===== config.mk =====
export PLATFORM = sky130hd
export DESIGN_NAME = seg_scan_ctrl_flat
export DESIGN_NICKNAME = d
export VERILOG_FILES = /design/src/rtl/seg_scan_ctrl_if.sv /design/src/rtl/seg_scan_ctrl.sv /design/src/flat_wrapper.sv
export SDC_FILE = /design/constraint.sdc
export NUM_CORES = 1
export LEC_CHECK = 0
export BUFFER_PORTS_ARGS = -buffer_cell sky130_fd_sc_hd__buf_4
export CAP_MARGIN = 20
export CORE_ASPECT_RATIO = 1.75
export CORE_UTILIZATION = 40
export DETAILED_ROUTE_END_ITERATION = 10
export SYNTH_ARGS = -nofsm -noshare
export SYNTH_HDL_FRONTEND = slang
export SYNTH_SLANG_ARGS = --single-unit

===== constraint.sdc =====
create_clock -name clk -period 3.2 [get_ports clk]
set_clock_uncertainty 0.15 [all_clocks]
set_input_delay 0 -clock clk [delete_from_list [all_inputs] [get_ports clk]]
set_output_delay 0 -clock clk [all_outputs]
set_load 0.05 [all_outputs]

===== src/rtl/seg_scan_ctrl_if.sv =====
// seg_scan_ctrl_if
//   Peripheral write port of the 7-segment scan controller.
//   master: bus side. It drives the write strobe and the staged digit data, and it
//           reads the pending flag.
//   slave : the controller. It samples the write and drives the pending flag.
// Signals
//   wr_en     one-cycle write strobe
//   wr_data   hex nibbles, digit 0 in bits [3:0]
//   wr_dp     decimal-point enables, one per digit
//   wr_blank  per-digit blank mask (1 = digit dark)
//   pend      a staged write is waiting for the next frame boundary
interface seg_scan_ctrl_if #(
  parameter int NUM_DIGITS = 4
);
  logic                    wr_en;
  logic [4*NUM_DIGITS-1:0] wr_data;
  logic [NUM_DIGITS-1:0]   wr_dp;
  logic [NUM_DIGITS-1:0]   wr_blank;
  logic                    pend;

  modport master (output wr_en, wr_data, wr_dp, wr_blank, input pend);
  modport slave  (input wr_en, wr_data, wr_dp, wr_blank, output pend);
endinterface


===== src/rtl/seg_scan_ctrl.sv =====
// seg_scan_ctrl
//   Time-multiplexed scan controller for a common-anode 7-segment bank.
//   Each digit gets a dark BLANK gap followed by a lit SHOW slot. The gap
//   suppresses ghosting. Writes from the bus are staged and become visible
//   only at a frame boundary, so a frame never mixes old and new digits.
// Ports
//   clk        system clock
//   reset      synchronous, active-high reset
//   scan_en    1 = scan, 0 = display dark and scan parked at digit 0
//   bus        write port (slave modport): wr_en/wr_data/wr_dp/wr_blank in, pend out
//   an         digit enables, active low, at most one low at a time
//   seg        {a,b,c,d,e,f,g,dp}, active low
//   frame_tick one-cycle pulse on the first BLANK cycle of each frame
module seg_scan_ctrl #(
  parameter int NUM_DIGITS  = 4,
  parameter int REFRESH_DIV = 50000,
  parameter int BLANK_CYC   = 500
) (
  input  logic                  clk,
  input  logic                  reset,
  input  logic                  scan_en,
  seg_scan_ctrl_if.slave        bus,
  output logic [NUM_DIGITS-1:0] an,
  output logic [7:0]            seg,
  output logic                  frame_tick
);

  localparam int MAX_CYC = (REFRESH_DIV > BLANK_CYC) ? REFRESH_DIV : BLANK_CYC;
  localparam int CW      = $clog2(MAX_CYC + 1);
  localparam int IW      = (NUM_DIGITS > 1) ? $clog2(NUM_DIGITS) : 1;

  localparam logic [CW-1:0] BLANK_LAST = CW'(BLANK_CYC - 1);
  localparam logic [CW-1:0] SHOW_LAST  = CW'(REFRESH_DIV - 1);
  localparam logic [IW-1:0] LAST_IDX   = IW'(NUM_DIGITS - 1);

  typedef enum logic {BLANK, SHOW} state_t;

  state_t                  state;
  logic [IW-1:0]           idx;
  logic [CW-1:0]           cnt;

  logic [4*NUM_DIGITS-1:0] disp_data;
  logic [NUM_DIGITS-1:0]   disp_dp;
  logic [NUM_DIGITS-1:0]   disp_blank;
  logic [4*NUM_DIGITS-1:0] stg_data;
  logic [NUM_DIGITS-1:0]   stg_dp;
  logic [NUM_DIGITS-1:0]   stg_blank;

  logic [3:0]              cur_nib;
  logic                    cur_dp;
  logic                    cur_blank;
  logic [NUM_DIGITS-1:0]   sel_an;
  logic [7:0]              seg_pat;
  logic [NUM_DIGITS-1:0]   show_an;
  logic [7:0]              show_seg;
  logic                    frame_end;
  logic                    commit;

  // Hex to active-low segments with the decimal point off.
  function automatic logic [7:0] decode(input logic [3:0] nib);
    case (nib)
      4'h0: decode = 8'h03;
      4'h1: decode = 8'h9F;
      4'h2: decode = 8'h25;
      4'h3: decode = 8'h0D;
      4'h4: decode = 8'h99;
      4'h5: decode = 8'h49;
      4'h6: decode = 8'h41;
      4'h7: decode = 8'h1F;
      4'h8: decode = 8'h01;
      4'h9: decode = 8'h09;
      4'hA: decode = 8'h11;
      4'hB: decode = 8'hC1;
      4'hC: decode = 8'h63;
      4'hD: decode = 8'h85;
      4'hE: decode = 8'h61;
      default: decode = 8'h71;
    endcase
  endfunction

  // Pick the current digit's fields from the display registers. A loop is used
  // instead of a variable index so that a non-power-of-two NUM_DIGITS stays clean.
  always_comb begin
    cur_nib   = '0;
    cur_dp    = 1'b0;
    cur_blank = 1'b1;
    sel_an    = '1;
    for (int i = 0; i < NUM_DIGITS; i++) begin
      if (idx == IW'(i)) begin
        cur_nib   = disp_data[4*i +: 4];
        cur_dp    = disp_dp[i];
        cur_blank = disp_blank[i];
        sel_an[i] = 1'b0;
      end
    end
    seg_pat = decode(cur_nib);
    if (cur_blank) begin
      show_an  = '1;
      show_seg = 8'hFF;
    end else begin
      show_an  = sel_an;
      show_seg = {seg_pat[7:1], ~cur_dp};
    end
  end

  // A pending write commits at the last digit's SHOW->BLANK edge. It also
  // commits whenever scanning is stopped, because the display is dark then.
  assign frame_end = (state == SHOW) && (cnt == SHOW_LAST) && (idx == LAST_IDX);
  assign commit    = bus.pend && (!scan_en || frame_end);

  // Scan FSM. an/seg are loaded on the edge that enters or stays in a state,
  // so they always line up with the state they belong to.
  always_ff @(posedge clk) begin
    if (reset) begin
      state      <= BLANK;
      idx        <= '0;
      cnt        <= '0;
      an         <= '1;
      seg        <= 8'hFF;
      frame_tick <= 1'b0;
    end else if (!scan_en) begin
      state      <= BLANK;
      idx        <= '0;
      cnt        <= '0;
      an         <= '1;
      seg        <= 8'hFF;
      frame_tick <= 1'b0;
    end else begin
      frame_tick <= 1'b0;
      case (state)
        BLANK: begin
          if (cnt == BLANK_LAST) begin
            state <= SHOW;
            cnt   <= '0;
            an    <= show_an;
            seg   <= show_seg;
          end else begin
            cnt <= cnt + 1'b1;
            an  <= '1;
            seg <= 8'hFF;
          end
        end
        SHOW: begin
          if (cnt == SHOW_LAST) begin
            state <= BLANK;
            cnt   <= '0;
            an    <= '1;
            seg   <= 8'hFF;
            if (idx == LAST_IDX) begin
              idx        <= '0;
              frame_tick <= 1'b1;
            end else begin
              idx <= idx + 1'b1;
            end
          end else begin
            cnt <= cnt + 1'b1;
            an  <= show_an;
            seg <= show_seg;
          end
        end
        default: begin
          state <= BLANK;
          cnt   <= '0;
          an    <= '1;
          seg   <= 8'hFF;
        end
      endcase
    end
  end

  // Staging and display registers. The commit reads the old staged value, so a
  // write on the commit edge is staged for the following frame and keeps pend set.
  always_ff @(posedge clk) begin
    if (reset) begin
      disp_data  <= '0;
      disp_dp    <= '0;
      disp_blank <= '1;
      stg_data   <= '0;
      stg_dp     <= '0;
      stg_blank  <= '0;
      bus.pend   <= 1'b0;
    end else begin
      if (commit) begin
        disp_data  <= stg_data;
        disp_dp    <= stg_dp;
        disp_blank <= stg_blank;
        bus.pend   <= 1'b0;
      end
      if (bus.wr_en) begin
        stg_data  <= bus.wr_data;
        stg_dp    <= bus.wr_dp;
        stg_blank <= bus.wr_blank;
        bus.pend  <= 1'b1;
      end
    end
  end

endmodule


===== src/flat_wrapper.sv =====
// flat-port wrapper written by rule: the top's interface ports become plain ports
module seg_scan_ctrl_flat 
#(
  parameter int NUM_DIGITS  = 4,
  parameter int REFRESH_DIV = 50000,
  parameter int BLANK_CYC   = 500
)
  (clk, reset, scan_en, an, seg, frame_tick, bus_wr_en, bus_wr_data, bus_wr_dp, bus_wr_blank, bus_pend);
  seg_scan_ctrl_if #(.NUM_DIGITS(NUM_DIGITS)) bus_i ();
  input  logic clk;
  input  logic reset;
  input  logic scan_en;
  output logic [NUM_DIGITS-1:0] an;
  output logic [7:0] seg;
  output logic frame_tick;
  input wire logic [$bits(bus_i.wr_en)-1:0] bus_wr_en;
  input wire logic [$bits(bus_i.wr_data)-1:0] bus_wr_data;
  input wire logic [$bits(bus_i.wr_dp)-1:0] bus_wr_dp;
  input wire logic [$bits(bus_i.wr_blank)-1:0] bus_wr_blank;
  output wire logic [$bits(bus_i.pend)-1:0] bus_pend;
  assign bus_i.wr_en = bus_wr_en;
  assign bus_i.wr_data = bus_wr_data;
  assign bus_i.wr_dp = bus_wr_dp;
  assign bus_i.wr_blank = bus_wr_blank;
  assign bus_pend = bus_i.pend;
  seg_scan_ctrl #(.NUM_DIGITS(NUM_DIGITS), .REFRESH_DIV(REFRESH_DIV), .BLANK_CYC(BLANK_CYC)) u_core (.clk(clk), .reset(reset), .scan_en(scan_en), .bus(bus_i), .an(an), .seg(seg), .frame_tick(frame_tick));
endmodule

==> flow_summary.ini <==
[cts]
clock_path_buffers = 2
numClockSinks = 81
cts.reportedPaths.clkPinSlew_ns = 0.06
total_cts_buffers = 9
cts_max_level = 3
insertion_delay_ns = 0.34
cts.repair.resized = 0
clockRootBuffer = clkbuf_16
cts_tree = yes

[final_layout]
register_area_sq_mm = 0.00162
fillCellCount = 788
multiInputGateArea_sq_mm = 0.00169
area.growth.synth_to_final_pct = 33.1
stdcell_count = 563
antennaDiodeCount = 0
num-nets-final = 482
drive_above_1_share_pct = 14.3
finish.utilization_pct = 55.3

[power]
worst_ir_drop_vdd_mv = 0.309
power.share.sequential_pct = 47.5
power_switching_share_pct = 21.2
powerDensity_mw_per_mm2 = 480
internal_power_uw = 1750
combinationalPowerShare_pct = 7.8
finalPower_uw = 2220
netSwitchingPower_uw = 471
cellLeakagePower_uw = 0.00188
pwr-share-clk_pct = 44.7

[sta]
grt_setup_unrepaired = false
hold_viol_final = 0
hold_slack_ns = 0.318
fmax_mhz = 390
worst-slew-pin-transition_ns = 0.735
slew_violations = 0
fin_crit_ns = 2.56
finalSetupViolations = 0
max-slew-margin-rel_pct = 50.9
totalNegativeSetupSlack_ns = 0
layout_worst_path_cycle_share_pct = 80.1

[synthesis]
syn_nets = 396
postSynthRegisterBits = 81
ys.warnings.count = 0
synth-edff-count = 0
synth_top_flop_cell = dfxtp_1
seq_area_frac_synth_pct = 46.7
synth_cell_area_sq_mm = 0.00348
synth_area_leader_cell = dfxtp_1
synthArstFlopShare_pct = 0
ys_top_cells_by_area = dfxtp_1 47%, mux2i_1 14%, nor2_1 7.1%
postSynthAreaPerCell_sq_um = 9.74
yosys.area.top_type_share_pct = 46.7
netlist_instances = 357
synth.distinct_cells = 45

[grt]
grt_residual_overflow = 0
grtUsageTotal_pct = 17.9
first_global_vias = 2688
grt_max_degree = 52
grt_pass1_wl_um = 12500
antenna_found_initial = 0

[drt]
num_vias = 2720
avgViaCountPerCell = 4.83
drt_pass1_iterations = 4
final_antenna_net_count = 0
wire_per_inst_um = 13.3
wirelength_um = 7470
dr.first_iter.drc_count = 100
drc = 0

[placement]
numPlacedInstances = 496
place.detailed.hpwl_um = 4870
place.port_buffers = 41
routabilityCongestion = 0.852

[run_status]
outcome = complete, no violations

[setup_path]
r2r_start = u_core.idx[0]$_SDFFE_PP0N_
critical_path_buf_inv_count = 1
critical-path-max-stage-delay_ns = 0.68
worstReg2RegEnd = u_core.seg[3]$_SDFF_PP1_
cp.arrival_ns = 2.60
worstPathCellList = ha_1 -> a211oi_1 -> a211oi_2 -> inv_1 -> mux2i_1 -> o221ai_1
crit_fanout = 19
worst_path_max_delay_cell = a211oi_2
worst_setup_path_start_kind = flip-flop
crit_path_end_kind = flip-flop
timing.setup.critical_path_class = flip-flop to flip-flop
reg2reg_depth = 6
reg2reg_setup_slack_ns = 0.64
cp_top_family = compound AO/OA/AOI/OAI gates
critPathRequiredTime_ns = 3.23

[hold_path]
hold_path.class = flip-flop to flip-flop
hp-start = u_core.stg_blank[2]$_SDFFE_PP0P_
worstHoldEndpoint = u_core.disp_blank[2]$_SDFFE_PP1P_
holdPathStages = 1

[run]
maxCapViolations = 0

[die]
initial_utilization_pct = 41.5
placeableCoreArea_sq_mm = 0.00837
die_h_um = 125
std_cell_rows = 44
overall_die_area_sq_mm = 0.00908
chipWidth_um = 72.5
floorplan.io_pins = 42
-- layout by cell type, fill, tap and decap left out, drive strengths merged, types with 2 or more instances in the layout --
| cell | n |
|---|---|
| nand4 | 3 |
| a21oi | 7 |
| nand3b | 6 |
| a211o | 5 |
| dlygate4sd3 | 51 |
| clkbuf | 14 |
| and3 | 4 |
| clkinv | 2 |
| a211oi | 4 |
| o21ai | 7 |
| mux2i | 48 |
| xnor2 | 9 |
| dfxtp | 81 |
| o221ai | 6 |
| nor3b | 2 |
| nand2b | 2 |
| nor2b | 11 |
| xor2 | 6 |
| nor2 | 66 |
| nor3 | 2 |
| inv | 13 |
| buf | 42 |
| nand2 | 21 |
| ha | 11 |
| nand3 | 6 |
| a22oi | 2 |
-- timing repair --
| item | CTS | global route |
|---|---|---|
| endpoints found under the hold margin | 49 | 0 |
| hold buffers | 51 | 0 |
| buffers inserted | 0 | 0 |
-- power groups by stage --
| stage | clock, uW | combinational (uW) | sequential, uW |
|---|---|---|---|
| 3_5_place_dp | 0 | 122 | 1080 |
| 2_1_floorplan | 0 | 85.7 | 1070 |
| 6_report | 992 | 173 | 1050 |
| 4_1_cts | 1020 | 173 | 1050 |
| 5_1_grt | 1060 | 190 | 1060 |
| 3_3_place_gp | 0 | 121 | 1080 |
-- cell type report --
| type | instances | area share (%) |
|---|---|---|
| Clock inverter | 2 | 0.216 |
| Multi-Input combinational cell | 245 | 36.6 |
| Timing Repair Buffer | 93 | 17.8 |
| Clock buffer | 14 | 6.14 |
| Tap cell | 115 | 3.11 |
| Inverter | 13 | 1.05 |
| Sequential cell | 81 | 35.0 |
-- flip-flops by register name (all words and copies together) (netlist names) --
register,flops
u_core.an,4
u_core.bus.pend,1
u_core.cnt,16
u_core.disp_blank,4
u_core.disp_data,16
u_core.disp_dp,4
u_core.frame_tick,1
u_core.idx,2
u_core.seg,8
u_core.state,1
u_core.stg_blank,4
u_core.stg_data,16
u_core.stg_dp,4
-- cells in the mapped netlist, types with 7 or more instances --
cell type and number:
nor2_1 66, ha_1 11, dfxtp_1 81, xnor2_1 9, clkbuf_1 13, nor2b_1 11, a21oi_1 7, nand2_1 21
mux2i_1 48, o21ai_0 7, inv_1 13
-- worst register-to-register path: stages (launching register included) --
cell and delay (ns):
dfxtp_1 0.39, ha_1 0.54, a211oi_1 0.12, a211oi_2 0.68, inv_1 0.19, mux2i_1 0.20, o221ai_1 0.14
-- through the flow --
step / worst slack (ns) / instance area, sq um
floorplan: 0.906 / 3480
global placement: 0.706 / 3820
detailed placement: 0.673 / 3820
CTS: 0.644 / 4630
global route: 0.411 / 4630
finish: 0.636 / 4630
-- worst max path at each step --
stage / cells after the start / from / endpoint / slack (ns)
after detailed placement: 6 / u_core.cnt[10]$_SDFF_PP0_ / u_core.disp_blank[3]$_SDFFE_PP1P_ / 0.67
final: 6 / u_core.idx[0]$_SDFFE_PP0N_ / u_core.seg[3]$_SDFF_PP1_ / 0.64
after global routing: 6 / u_core.idx[0]$_SDFFE_PP0N_ / u_core.seg[3]$_SDFF_PP1_ / 0.41
after CTS: 6 / u_core.cnt[10]$_SDFF_PP0_ / u_core.bus.pend$_SDFFE_PP0P_ / 0.64
after global placement: 6 / u_core.cnt[10]$_SDFF_PP0_ / u_core.disp_blank[1]$_SDFFE_PP1P_ / 0.71
after floorplan: 11 / u_core.idx[0]$_SDFFE_PP0N_ / u_core.seg[4]$_SDFF_PP1_ / 0.91
-- per-layer routing --
| metal | routed length [um] | vias to the layer above | part of all wire, % | global-route usage (%) |
|---|---|---|---|---|
| met4 | 162 | 0 | 2.2 | 7.38 |
| met5 | 0 | - | 0 | 0 |
| met2 | 4040 | 37 | 54 | 32.1 |
| li1 | - | 1390 | - | - |
| met1 | 3060 | 1280 | 41 | 19.4 |
| met3 | 207 | 13 | 2.8 | 4.67 |
-- cells by family after synthesis --
| family | Yosys count | share of synthesized area (%) |
|---|---|---|
| simple gates | 132 | 18.6 |
| flops | 81 | 46.7 |
| mux | 49 | 14.1 |
| compound gates | 38 | 8.24 |
| buf+inv | 31 | 4.64 |
| xor+xnor | 15 | 3.78 |
| fa+ha+maj | 11 | 3.96 |
(Power assumes the default switching activity.)
